==> config.mk <==
export PLATFORM = sky130hd
export DESIGN_NAME = card_match_core
export DESIGN_NICKNAME = d
export VERILOG_FILES = /design/src/rtl/card_match_pkg.sv /design/src/rtl/card_match_lfsr16.sv /design/src/rtl/card_match_core.sv
export SDC_FILE = /design/constraint.sdc
export NUM_CORES = 1
export LEC_CHECK = 0
export CAP_MARGIN = 25
export CORE_MARGIN = 5
export CORE_UTILIZATION = 25
export DETAILED_ROUTE_END_ITERATION = 6
export GPL_TIMING_DRIVEN = 0
export PLACE_DENSITY = 0.45
export RECOVER_POWER = 100
export SKIP_CTS_REPAIR_TIMING = 1
export SLEW_MARGIN = 10
export SYNTH_ARGS = -nofsm -noshare
export SYNTH_HDL_FRONTEND = slang
export SYNTH_SLANG_ARGS = --single-unit
==> constraint.sdc <==
create_clock -name clk -period 6.5 [get_ports clk]
set_input_delay 1.3 -clock clk [delete_from_list [all_inputs] [get_ports clk]]
set_output_delay 1.3 -clock clk [all_outputs]
set_load 0.01 [all_outputs]
==> src/rtl/card_match_pkg.sv <==
// Shared types and constants for the card-match game engine.
package card_match_pkg;

    typedef enum logic [2:0] {
        ST_IDLE     = 3'd0,
        ST_SHUFFLE  = 3'd1,
        ST_PREVIEW  = 3'd2,
        ST_PICK1    = 3'd3,
        ST_PICK2    = 3'd4,
        ST_MISMATCH = 3'd5,
        ST_WON      = 3'd6,
        ST_LOST     = 3'd7
    } state_t;

    // Right-shifting Galois form of x^16 + x^14 + x^13 + x^11 + 1
    localparam logic [15:0] LFSR_TAPS = 16'hB400;

    function automatic int idx_w(input int cols, input int rows);
        return (cols * rows > 1) ? $clog2(cols * rows) : 1;
    endfunction

endpackage

==> src/rtl/card_match_lfsr16.sv <==
// Free-running 16-bit Galois LFSR; the press time of the start button picks the shuffle.
module card_match_lfsr16
    import card_match_pkg::*;
#(
    parameter logic [15:0] SEED = 16'hACE1
) (
    input  logic        clk,
    input  logic        reset,
    output logic [15:0] o_lfsr
);

    logic [15:0] r_lfsr;

    always_ff @(posedge clk) begin
        if (reset)
            r_lfsr <= SEED;
        else
            r_lfsr <= {1'b0, r_lfsr[15:1]} ^ (r_lfsr[0] ? LFSR_TAPS : 16'h0000);
    end

    assign o_lfsr = r_lfsr;

endmodule

==> src/rtl/card_match_core.sv <==
// Card-match memory game engine: deck shuffle, preview, pick/compare, mismatch hold, win.
// Optional move limit (LOST state, o_lost port) enabled by CARD_MATCH_MOVE_LIMIT_EN.
module card_match_core
    import card_match_pkg::*;
#(
    parameter int          COLS            = 4,
    parameter int          ROWS            = 4,
    parameter int          SYM_W           = 3,
    parameter int          PREVIEW_CYCLES  = 100_000_000,
    parameter int          MISMATCH_CYCLES = 20_000_000,
    parameter logic [15:0] LFSR_SEED       = 16'hACE1,
    parameter int          MOVE_W          = 8,
`ifdef CARD_MATCH_MOVE_LIMIT_EN
    parameter int          MAX_MOVES       = 24,
`endif
    localparam int         N               = COLS * ROWS,
    localparam int         IDX_W           = idx_w(COLS, ROWS)
) (
    input  logic              clk,
    input  logic              reset,
    input  logic              i_up_p,
    input  logic              i_down_p,
    input  logic              i_left_p,
    input  logic              i_right_p,
    input  logic              i_sel_p,
    input  logic [IDX_W-1:0]  i_rd_addr,
    output logic [SYM_W-1:0]  o_rd_face,
    output logic [N-1:0]      o_open_mask,
    output logic [IDX_W-1:0]  o_cursor,
    output logic              o_cursor_vis,
    output logic [IDX_W-1:0]  o_pairs,
    output logic [MOVE_W-1:0] o_moves,
    output logic              o_mismatch_p,
    output logic              o_won,
`ifdef CARD_MATCH_MOVE_LIMIT_EN
    output logic              o_lost,
`endif
    output logic [2:0]        o_state
);

    localparam int TMAX = (PREVIEW_CYCLES > MISMATCH_CYCLES) ? PREVIEW_CYCLES : MISMATCH_CYCLES;
    localparam int TW   = $clog2(TMAX + 1);

    state_t             r_state, w_next;
    logic [15:0]        w_lfsr;
    logic               w_unused_lfsr;
    logic [SYM_W-1:0]   r_deck [N];
    logic [IDX_W-1:0]   r_i, r_first, r_second, r_row, r_col;
    logic [N-1:0]       r_mask;
    logic [IDX_W-1:0]   r_pairs;
    logic [MOVE_W-1:0]  r_moves;
    logic [TW-1:0]      r_timer;
    logic               r_mm_p;
    logic [SYM_W-1:0]   r_rd_face;

    logic [IDX_W-1:0]   w_cursor, w_j;
    logic               w_swap, w_sel_closed, w_match, w_win, w_move_en;
    logic               w_prev_done, w_mm_done;
    logic [MOVE_W-1:0]  w_moves_inc;

    card_match_lfsr16 #(.SEED(LFSR_SEED)) u_lfsr (
        .clk    (clk),
        .reset  (reset),
        .o_lfsr (w_lfsr)
    );

    assign w_unused_lfsr = ^w_lfsr[15:IDX_W];
    assign w_j           = w_lfsr[IDX_W-1:0];
    assign w_cursor      = IDX_W'(int'(r_row) * COLS + int'(r_col));
    assign w_swap        = (r_state == ST_SHUFFLE) && (w_j <= r_i);
    // Selection always acts on the pre-move cursor
    assign w_sel_closed  = i_sel_p && !r_mask[w_cursor];
    assign w_match       = (r_deck[r_first] == r_deck[w_cursor]);
    assign w_win         = w_match && (r_pairs == IDX_W'(N / 2 - 1));
    assign w_moves_inc   = (r_moves == '1) ? r_moves : r_moves + 1'b1;
    assign w_move_en     = (r_state inside {ST_PICK1, ST_PICK2, ST_MISMATCH});
    assign w_prev_done   = (r_timer == TW'(PREVIEW_CYCLES - 1));
    assign w_mm_done     = (r_timer == TW'(MISMATCH_CYCLES - 1));

    always_ff @(posedge clk) begin
        if (reset) r_state <= ST_IDLE;
        else       r_state <= w_next;
    end

    always_comb begin
        w_next = r_state;
        case (r_state)
            ST_IDLE:     if (i_sel_p) w_next = ST_SHUFFLE;
            ST_SHUFFLE:  if (w_swap && r_i == IDX_W'(1)) w_next = ST_PREVIEW;
            ST_PREVIEW:  if (w_prev_done) w_next = ST_PICK1;
            ST_PICK1:    if (w_sel_closed) w_next = ST_PICK2;
            ST_PICK2: begin
                if (w_sel_closed) begin
                    if (w_win)                                    w_next = ST_WON;
`ifdef CARD_MATCH_MOVE_LIMIT_EN
                    else if (w_moves_inc == MOVE_W'(MAX_MOVES))   w_next = ST_LOST;
`endif
                    else if (w_match)                             w_next = ST_PICK1;
                    else                                          w_next = ST_MISMATCH;
                end
            end
            ST_MISMATCH: if (w_mm_done) w_next = ST_PICK1;
            ST_WON:      if (i_sel_p) w_next = ST_IDLE;
`ifdef CARD_MATCH_MOVE_LIMIT_EN
            ST_LOST:     if (i_sel_p) w_next = ST_IDLE;
`endif
            default:     w_next = ST_IDLE;
        endcase
    end

    always_comb begin
        o_state      = r_state;
        o_cursor_vis = w_move_en;
        o_won        = (r_state == ST_WON);
`ifdef CARD_MATCH_MOVE_LIMIT_EN
        o_lost       = (r_state == ST_LOST);
`endif
    end

    // Deck contents are don't-care after reset, so no reset branch here
    always_ff @(posedge clk) begin
        if (r_state == ST_IDLE && i_sel_p) begin
            for (int k = 0; k < N; k++) r_deck[k] <= SYM_W'(k >> 1);
        end else if (w_swap) begin
            r_deck[r_i] <= r_deck[w_j];
            r_deck[w_j] <= r_deck[r_i];
        end
    end

    always_ff @(posedge clk) begin
        if (reset) begin
            r_mask    <= '0;
            r_row     <= '0;
            r_col     <= '0;
            r_pairs   <= '0;
            r_moves   <= '0;
            r_mm_p    <= 1'b0;
            r_rd_face <= '0;
            r_timer   <= '0;
            r_i       <= '0;
            r_first   <= '0;
            r_second  <= '0;
        end else begin
            r_mm_p    <= 1'b0;
            r_rd_face <= r_deck[i_rd_addr];
            if (r_state != w_next)
                r_timer <= '0;
            else if (r_state == ST_PREVIEW || r_state == ST_MISMATCH)
                r_timer <= r_timer + 1'b1;

            if (w_move_en) begin
                if (i_up_p)         begin if (r_row != '0)                  r_row <= r_row - 1'b1; end
                else if (i_down_p)  begin if (r_row != IDX_W'(ROWS - 1))    r_row <= r_row + 1'b1; end
                else if (i_left_p)  begin if (r_col != '0)                  r_col <= r_col - 1'b1; end
                else if (i_right_p) begin if (r_col != IDX_W'(COLS - 1))    r_col <= r_col + 1'b1; end
            end

            case (r_state)
                ST_IDLE:    if (i_sel_p) r_i <= IDX_W'(N - 1);
                ST_SHUFFLE: begin
                    if (w_swap) r_i <= r_i - 1'b1;
                    if (w_next == ST_PREVIEW) r_mask <= '1;
                end
                ST_PREVIEW: if (w_prev_done) r_mask <= '0;
                ST_PICK1: begin
                    if (w_sel_closed) begin
                        r_mask[w_cursor] <= 1'b1;
                        r_first          <= w_cursor;
                    end
                end
                ST_PICK2: begin
                    if (w_sel_closed) begin
                        r_mask[w_cursor] <= 1'b1;
                        r_moves          <= w_moves_inc;
                        if (w_match) begin
                            r_pairs <= r_pairs + 1'b1;
                        end else begin
                            r_mm_p   <= 1'b1;
                            r_second <= w_cursor;
                        end
`ifdef CARD_MATCH_MOVE_LIMIT_EN
                        if (w_next == ST_LOST) r_mask <= '1;
`endif
                    end
                end
                ST_MISMATCH: begin
                    if (w_mm_done) begin
                        r_mask[r_first]  <= 1'b0;
                        r_mask[r_second] <= 1'b0;
                    end
                end
                ST_WON, ST_LOST: begin
                    if (i_sel_p) begin
                        r_mask  <= '0;
                        r_pairs <= '0;
                        r_moves <= '0;
                        r_row   <= '0;
                        r_col   <= '0;
                    end
                end
                default: ;
            endcase
        end
    end

    assign o_rd_face    = r_rd_face;
    assign o_open_mask  = r_mask;
    assign o_cursor     = w_cursor;
    assign o_pairs      = r_pairs;
    assign o_moves      = r_moves;
    assign o_mismatch_p = r_mm_p;

endmodule
==> flow_summary_export.csv, run 1 <==
group,metric,value,unit
worst_setup_path,rr_worst_depth,12,
cells_and_area,final_nets,1083,
cts,cts_buffers,17,
worst_setup_path,crit_type,"reg2reg",
grt,grt-busiest-layer,"met2",
grt,grt_use_total,0.1432,
timing,fmax,211.7,MHz
routing,via_count,8213,
pwr,p_clk_frac,0.349,
worst_setup_path,r2r-end,"r_timer[18]",
cts,clockBufferDepth,2,
routing,ant_nets,0,
grt,use_met1,0.1963,
synthesis,synth_flop_cell,"dfxtp_1",
grt,met2_usage,0.2323,
grt,grt_pass1_vias,8118,
timing,max-slew-margin-rel,0.03273,
floorplanning,start_util,0.2510,
routing,drc,0,
floorplanning,core,39460,um2
cells_and_area,layout-drive-gt1-share,0.1296,
timing,hold_viol_final,0,
cells_and_area,final_core_util,0.2900,
floorplanning,dieWidth,209.0,um
cts,cts_root_buf,"clkbuf_16",
synthesis,async_flop_share,0,
synthesis,netlist_area,9903,um2
worst_setup_path,critPathRequiredTime,6820,ps
cts,tritoncts,"done",
worst_setup_path,startpoint_type,"flip-flop",
timing,tightest_slew,1442,ps
pwr,irDropWorstVdd,0.1604,mV
grt,overflow,0,
cts,insertion_delay,440,ps
floorplanning,num_rows,73,
routing,initialDrtViolationCount,656,
placement,place_congestion,0.8368,
worst_setup_path,end_kind,"flip-flop",
grt,grt_max_degree,17,
timing,setup-tns-final,0,ps
pwr,combPwrFrac,0.232,
pwr,power.share.sequential,0.419,
grt,antenna_found_initial,1,
synthesis,synth_nets,1012,
cells_and_area,final_cell_count_no_fill,1590,
worst_hold_path,holdPathStages,1,
cells_and_area,final_common_cell,"dfxtp_1",
worst_setup_path,r2r_slack,1780,ps
pwr,p_per_area,238.5,nW/um2
grt,use_met3,0.02282,
worst_hold_path,hp-class,"reg2reg",
pwr,power_switching,912.1,uW
worst_setup_path,endpoint,"r_timer[18]",
cells_and_area,layout_common_cells,"106 x dfxtp_1, 79 x nand2_1, 70 x nor2_1, 69 x mux4_2, 60 x a21oi_1",
worst_setup_path,cp-startpoint,"u_lfsr.o_lfsr[0]",
synthesis,netlist.area_leader.share,0.2143,
synthesis,syn_inst,981,
timing,drv_slew,0,
placement,portBuffers,51,
routing,firstDrtPassIters,5,
floorplanning,die_y,209.0,um
floorplanning,io_pins,52,
routing,wirelength,31450,um
synthesis,synth_area_leaders,"dfxtp_1 21%, mux4_2 16%, edfxtp_1 15%",
placement,dp_cells,1558,
worst_setup_path,path_max_fanout,10,
cts,clkTransAtPathRegs,70,ps
timing,rsz0062_at_grt,"false",
synthesis,ys_warn_count,0,
run_status,outcome,"finished, final reports clean",
grt,grt_pass1_wl,49330,um
synthesis,synth-seq-cells,154,
synthesis,synth_edf_count,48,
worst_setup_path,reg2reg_from,"u_lfsr.o_lfsr[0]",
cells_and_area,areaGrowthSynthToFinish,15.55,%
worst_setup_path,cp_data_arrival_time,5050,ps
synthesis,synth_area_per_cell,10.10,um2
cts,htree_levels,4,
timing,finalSetupViolCount,0,
placement,dp_hpwl,23550,um
routing,routed_via_density,5.165,
timing,fin_crit,4724,ps
pwr,p_sw_frac,0.3343,
cells_and_area,diodes,0,
timing,finalWorstSetupSlack,1776,ps
job,cap_violations,0,
placement,dp_slack,2475,ps
timing,clock_skew,17.47,ps
cts,clock_sinks,154,
synthesis,yosysUniqueCellTypes,72,
timing,period_share,0.7268,
pwr,leakagePower,3.707,nW
synthesis,ys_seq_area_frac,0.3598,
synthesis,yosys.area.top_type,"dfxtp_1",
routing,routedWlPerCell,19.78,um
floorplanning,dieArea,43690,um2
pwr,p_int,1.817,mW
## Yosys cell counts (13+ instances only)
cell type    n
a21o_1      17
a21oi_1     52
a31oi_1     13
clkbuf_1    41
dfxtp_1    106
edfxtp_1    48
ha_1        20
inv_1       20
mux2i_1     18
mux4_2      69
nand2_1     79
nand3_1     50
nand4_1     24
nor2_1      70
nor2b_1     25
nor3_1      40
nor3_2      20
o21ai_0     33
o22a_1      17
o22ai_1     13
xnor2_1     32
## through the flow
step	hold slack (ps)	power (mW)	area, um2
3_5_place_dp	393.3	1.829	11080
4_1_cts	409.1	2.788	11620
3_3_place_gp	391.9	1.826	11070
5_1_grt	429.0	2.855	11440
2_1_floorplan	389.5	1.575	9903
6_report	404.4	2.729	11440
## worst max-delay path: stages (launching register included)
cell,delay [ps]
dfxtp_1,450
clkbuf_1,590
clkbuf_1,540
inv_1,190
ha_1,330
nand4_1,80
o21ai_0,150
o21ai_0,230
a211o_1,410
o21a_1,200
a211oi_1,1100
buf_6,270
nor3_1,70
## layout make-up
type                       count  area, um2
buffer                        67      350.3
clock buffer                  17      425.4
clock inverter                15      117.6
fill                        4202      28010
inverter                      21      78.83
multi-input combinational    739       5733
sequential                   154       3563
tap                          525      656.9
timing repair buffer          52      518.0
## worst min-delay path by stage
stage | startpoint | to
finish | u_lfsr.o_lfsr[6] | u_lfsr.o_lfsr[5]
CTS | u_lfsr.o_lfsr[6] | u_lfsr.o_lfsr[5]
global placement | u_lfsr.o_lfsr[12] | u_lfsr.o_lfsr[11]
detailed placement | u_lfsr.o_lfsr[7] | u_lfsr.o_lfsr[6]
floorplan | u_lfsr.o_lfsr[12] | u_lfsr.o_lfsr[11]
global route | u_lfsr.o_lfsr[6] | u_lfsr.o_lfsr[5]
## kinds of logic after synthesis
| family | share of synthesized area |
|---|---|
| muxes | 0.1891 |
| xor gates and xnor gates | 0.04030 |
| adders and majority gates | 0.02527 |
| and+or+nand+nor | 0.2042 |
| buffers and inverters | 0.04586 |
| AOI/OAI and AO/OA | 0.1354 |
| DFF | 0.3598 |
## flip-flops by register name, summed over array words and instances (netlist names), named ones only
name / flops
o_rd_face: 3
r_col: 4
u_lfsr.o_lfsr: 16
o_open_mask: 16
r_second: 4
r_row: 4
r_first: 4
o_state: 3
r_timer: 27
o_pairs: 4
r_i: 4
o_moves: 8
o_mismatch_p: 1
r_deck: 48
## power by group through the flow
stage / clock [mW] / sequential [mW] / combinational (mW)
2_1_floorplan: 0 / 1.13 / 0.440
3_3_place_gp: 0 / 1.16 / 0.663
3_5_place_dp: 0 / 1.16 / 0.666
4_1_cts: 0.979 / 1.14 / 0.667
5_1_grt: 1.02 / 1.15 / 0.689
6_report: 0.953 / 1.14 / 0.633
## metal layers
| metal | vias up | wire length [um] |
|---|---|---|
| met2 | 231 | 14720 |
| met4 | 0 | 737 |
| met5 | - | 0 |
| met3 | 44 | 1375 |
| li1 | 3851 | - |
| met1 | 4087 | 14620 |
Power figures use the tool's default switching activity.
==> run 2: changes to the inputs <==
- clock period: 6.5 -> 4.5 ns (I/O delays scaled with it)
==> run 2 against run 1 <==
Clock power is 45% higher. Combinational power rose by 46%. Sequential share of layout area about the same. Power increased by 45%. Maximum frequency is 15% higher. Critical path depth is 1 lower. Core utilization hardly changed. Design area up 0.12%. Routed wire length barely moved. Flip-flop and latch count unchanged. Non-clock buffer count unchanged. Global-route usage did not move.
==> flow_summary_export.csv, run 2 (synthesized netlist as in run 1, its figures left out) <==
group,metric,value,unit
cts,clock_sinks,154,
timing,rsz0062_at_grt,"false",
routing,initialDrtViolationCount,601,
worst_setup_path,reg2reg_from,"u_lfsr.o_lfsr[0]",
floorplanning,num_rows,73,
timing,fmax,242.6,MHz
worst_hold_path,holdPathStages,1,
cells_and_area,reg_top3,"r_deck: 48 flops, r_timer: 27 flops",
grt,grt_use_total,0.1432,
pwr,combPwrFrac,0.233,
cts,cts_root_buf,"clkbuf_16",
worst_setup_path,r2r-end,"r_deck[1][0]",
cts,tritoncts,"done",
worst_setup_path,path_cells,"buf_2 > clkbuf_1 > inv_1 > ha_1 > nand4_1 > o21ai_0 > o21ai_0 > nor3_1 > and2_0 > clkbuf_1 > nand3b_1",
pwr,p_int,2.627,mW
timing,tightest_slew,926.1,ps
worst_setup_path,slowest_delay,680,ps
cells_and_area,final_cell_count_no_fill,1590,
worst_setup_path,cp_slowest_cell,"nor3_1",
pwr,p_sw_frac,0.3349,
worst_hold_path,holdPathEnd,"u_lfsr.o_lfsr[5]",
grt,grt_pass1_vias,8118,
floorplanning,io_pins,52,
cells_and_area,areaGrowthSynthToFinish,15.69,%
job,cap_violations,0,
worst_setup_path,crit_type,"reg2reg",
floorplanning,dieArea,43690,um2
cells_and_area,layout-drive-gt1-share,0.1333,
pwr,p_clk_frac,0.349,
timing,hold-worst-slack,404.3,ps
grt,grt_pass1_wl,49330,um
run_status,outcome,"finished, final reports clean",
cts,cts_buffers,17,
cells_and_area,layout_common_cells,"106 x dfxtp_1, 79 x nand2_1, 70 x nor2_1, 69 x mux4_2, 60 x a21oi_1",
placement,portBuffers,51,
cts,clockBufferDepth,2,
pwr,power_switching,1.323,mW
cts,htree_levels,4,
placement,place_congestion,0.8368,
pwr,power.share.sequential,0.418,
cells_and_area,nFillCells,4198,
worst_setup_path,startpoint_type,"flip-flop",
cells_and_area,largest_register,"r_deck",
floorplanning,start_util,0.2510,
routing,routedWlPerCell,19.79,um
timing,max-slew-margin-rel,0.3761,
pwr,irDropWorstVdd,0.2341,mV
floorplanning,dieWidth,209.0,um
timing,setup-tns-final,0,ps
routing,routed_via_density,5.160,
routing,drc,0,
floorplanning,core,39460,um2
timing,fin_crit,4122,ps
grt,overflow,0,
cells_and_area,final_nets,1083,
pwr,leakagePower,3.717,nW
timing,finalSetupViolCount,0,
worst_setup_path,rr_worst_depth,11,
pwr,p_per_area,344.7,nW/um2
worst_hold_path,min_from,"u_lfsr.o_lfsr[6]",
timing,clock_skew,18.76,ps
worst_setup_path,end_kind,"flip-flop",
worst_setup_path,path_max_fanout,10,
worst_setup_path,cp_data_arrival_time,4250,ps
grt,antenna_found_initial,1,
cts,insertion_delay,450,ps
placement,dp_cells,1558,
worst_setup_path,critPathRequiredTime,4620,ps
routing,via_count,8205,
timing,period_share,0.9161,
worst_setup_path,r2r_slack,380,ps
timing,hold_viol_final,0,
cells_and_area,diodes,0,
placement,dp_hpwl,23550,um
cells_and_area,largest_reg_flops,48,
floorplanning,die_y,209.0,um
routing,ant_nets,0,
grt,grt_max_degree,17,
routing,firstDrtPassIters,5,
cells_and_area,final_common_cell,"dfxtp_1",
timing,drv_slew,0,
cts,clkTransAtPathRegs,70,ps
routing,wirelength,31470,um
worst_hold_path,hp-class,"reg2reg",
## run 2: cell count changes in the layout (fill, tap and decap cells not counted), sizes merged
cell           delta
buf               +2
clkbuf            -2
clkdlybuf4s50     +1
dlygate4sd3       -1
## run 2: cell type report
type	count	area, um2	share of cell area
Sequential cell	154	3563	0.3110
Clock inverter	15	117.6	0.01027
Timing Repair Buffer	52	518.0	0.04521
Tap cell	525	656.9	0.05733
Clock buffer	17	425.4	0.03713
Inverter	21	78.83	0.006880
Buffer	67	346.6	0.03025
Multi-Input combinational cell	739	5751	0.5019
## run 2: worst max-delay path, delay by kind of cell, from the launching register on
family | cells | cell delay [ps]
flip-flops | 1 | 440
AND/OR/NAND/NOR | 4 | 1230
AO/OA/AOI/OAI | 2 | 500
adder cells (fa/ha/maj) | 1 | 330
buffers and inverters | 4 | 1320
## run 2: per-stage QoR
stage	power [mW]	area (um2)	utilization	setup slack, ps
after floorplan	2.275	9903	-	1469
after global placement	2.637	11070	0.2806	444.7
after detailed placement	2.642	11080	0.2808	474.5
after CTS	4.027	11620	0.2945	475.3
after global routing	4.130	11460	0.2904	113.1
final	3.950	11460	0.2904	377.6
## run 2: routing by layer
metal  wire, um  vias to the layer above  part of all wire  global-route usage
met4        773                        0             0.025             0.04568
li1           -                     3847                 -                   -
met5          0                        -                 0                   0
met2      14710                      225              0.47              0.2323
met1      14690                     4085              0.47              0.1963
met3       1293                       48             0.041             0.02282
## run 2: how the worst max path moves through the flow
stage	start	end	slack, ps	cells after the start
after floorplan	u_lfsr.o_lfsr[0]	r_deck[13][1]	1470	12
after global placement	u_lfsr.o_lfsr[0]	r_deck[14][0]	440	12
after detailed placement	u_lfsr.o_lfsr[0]	r_deck[15][0]	470	12
after CTS	u_lfsr.o_lfsr[0]	r_deck[15][0]	480	12
after global routing	u_lfsr.o_lfsr[0]	r_deck[1][2]	110	11
final	u_lfsr.o_lfsr[0]	r_deck[1][0]	380	11
## run 2: power groups by stage
stage,Clock [mW],Sequential [mW],Combinational [mW]
after floorplan,0,1.64,0.636
after global placement,0,1.68,0.957
after detailed placement,0,1.68,0.962
after CTS,1.41,1.65,0.964
after global routing,1.47,1.66,1.00
final,1.38,1.65,0.922
==> run 3: changes to the inputs <==
- HOLD_SLACK_MARGIN: unset -> 0.12
- SKIP_LAST_GASP: unset -> 1
==> results of run 3 <==
The final DEF is identical to that of run 2; final timing and power are the same.
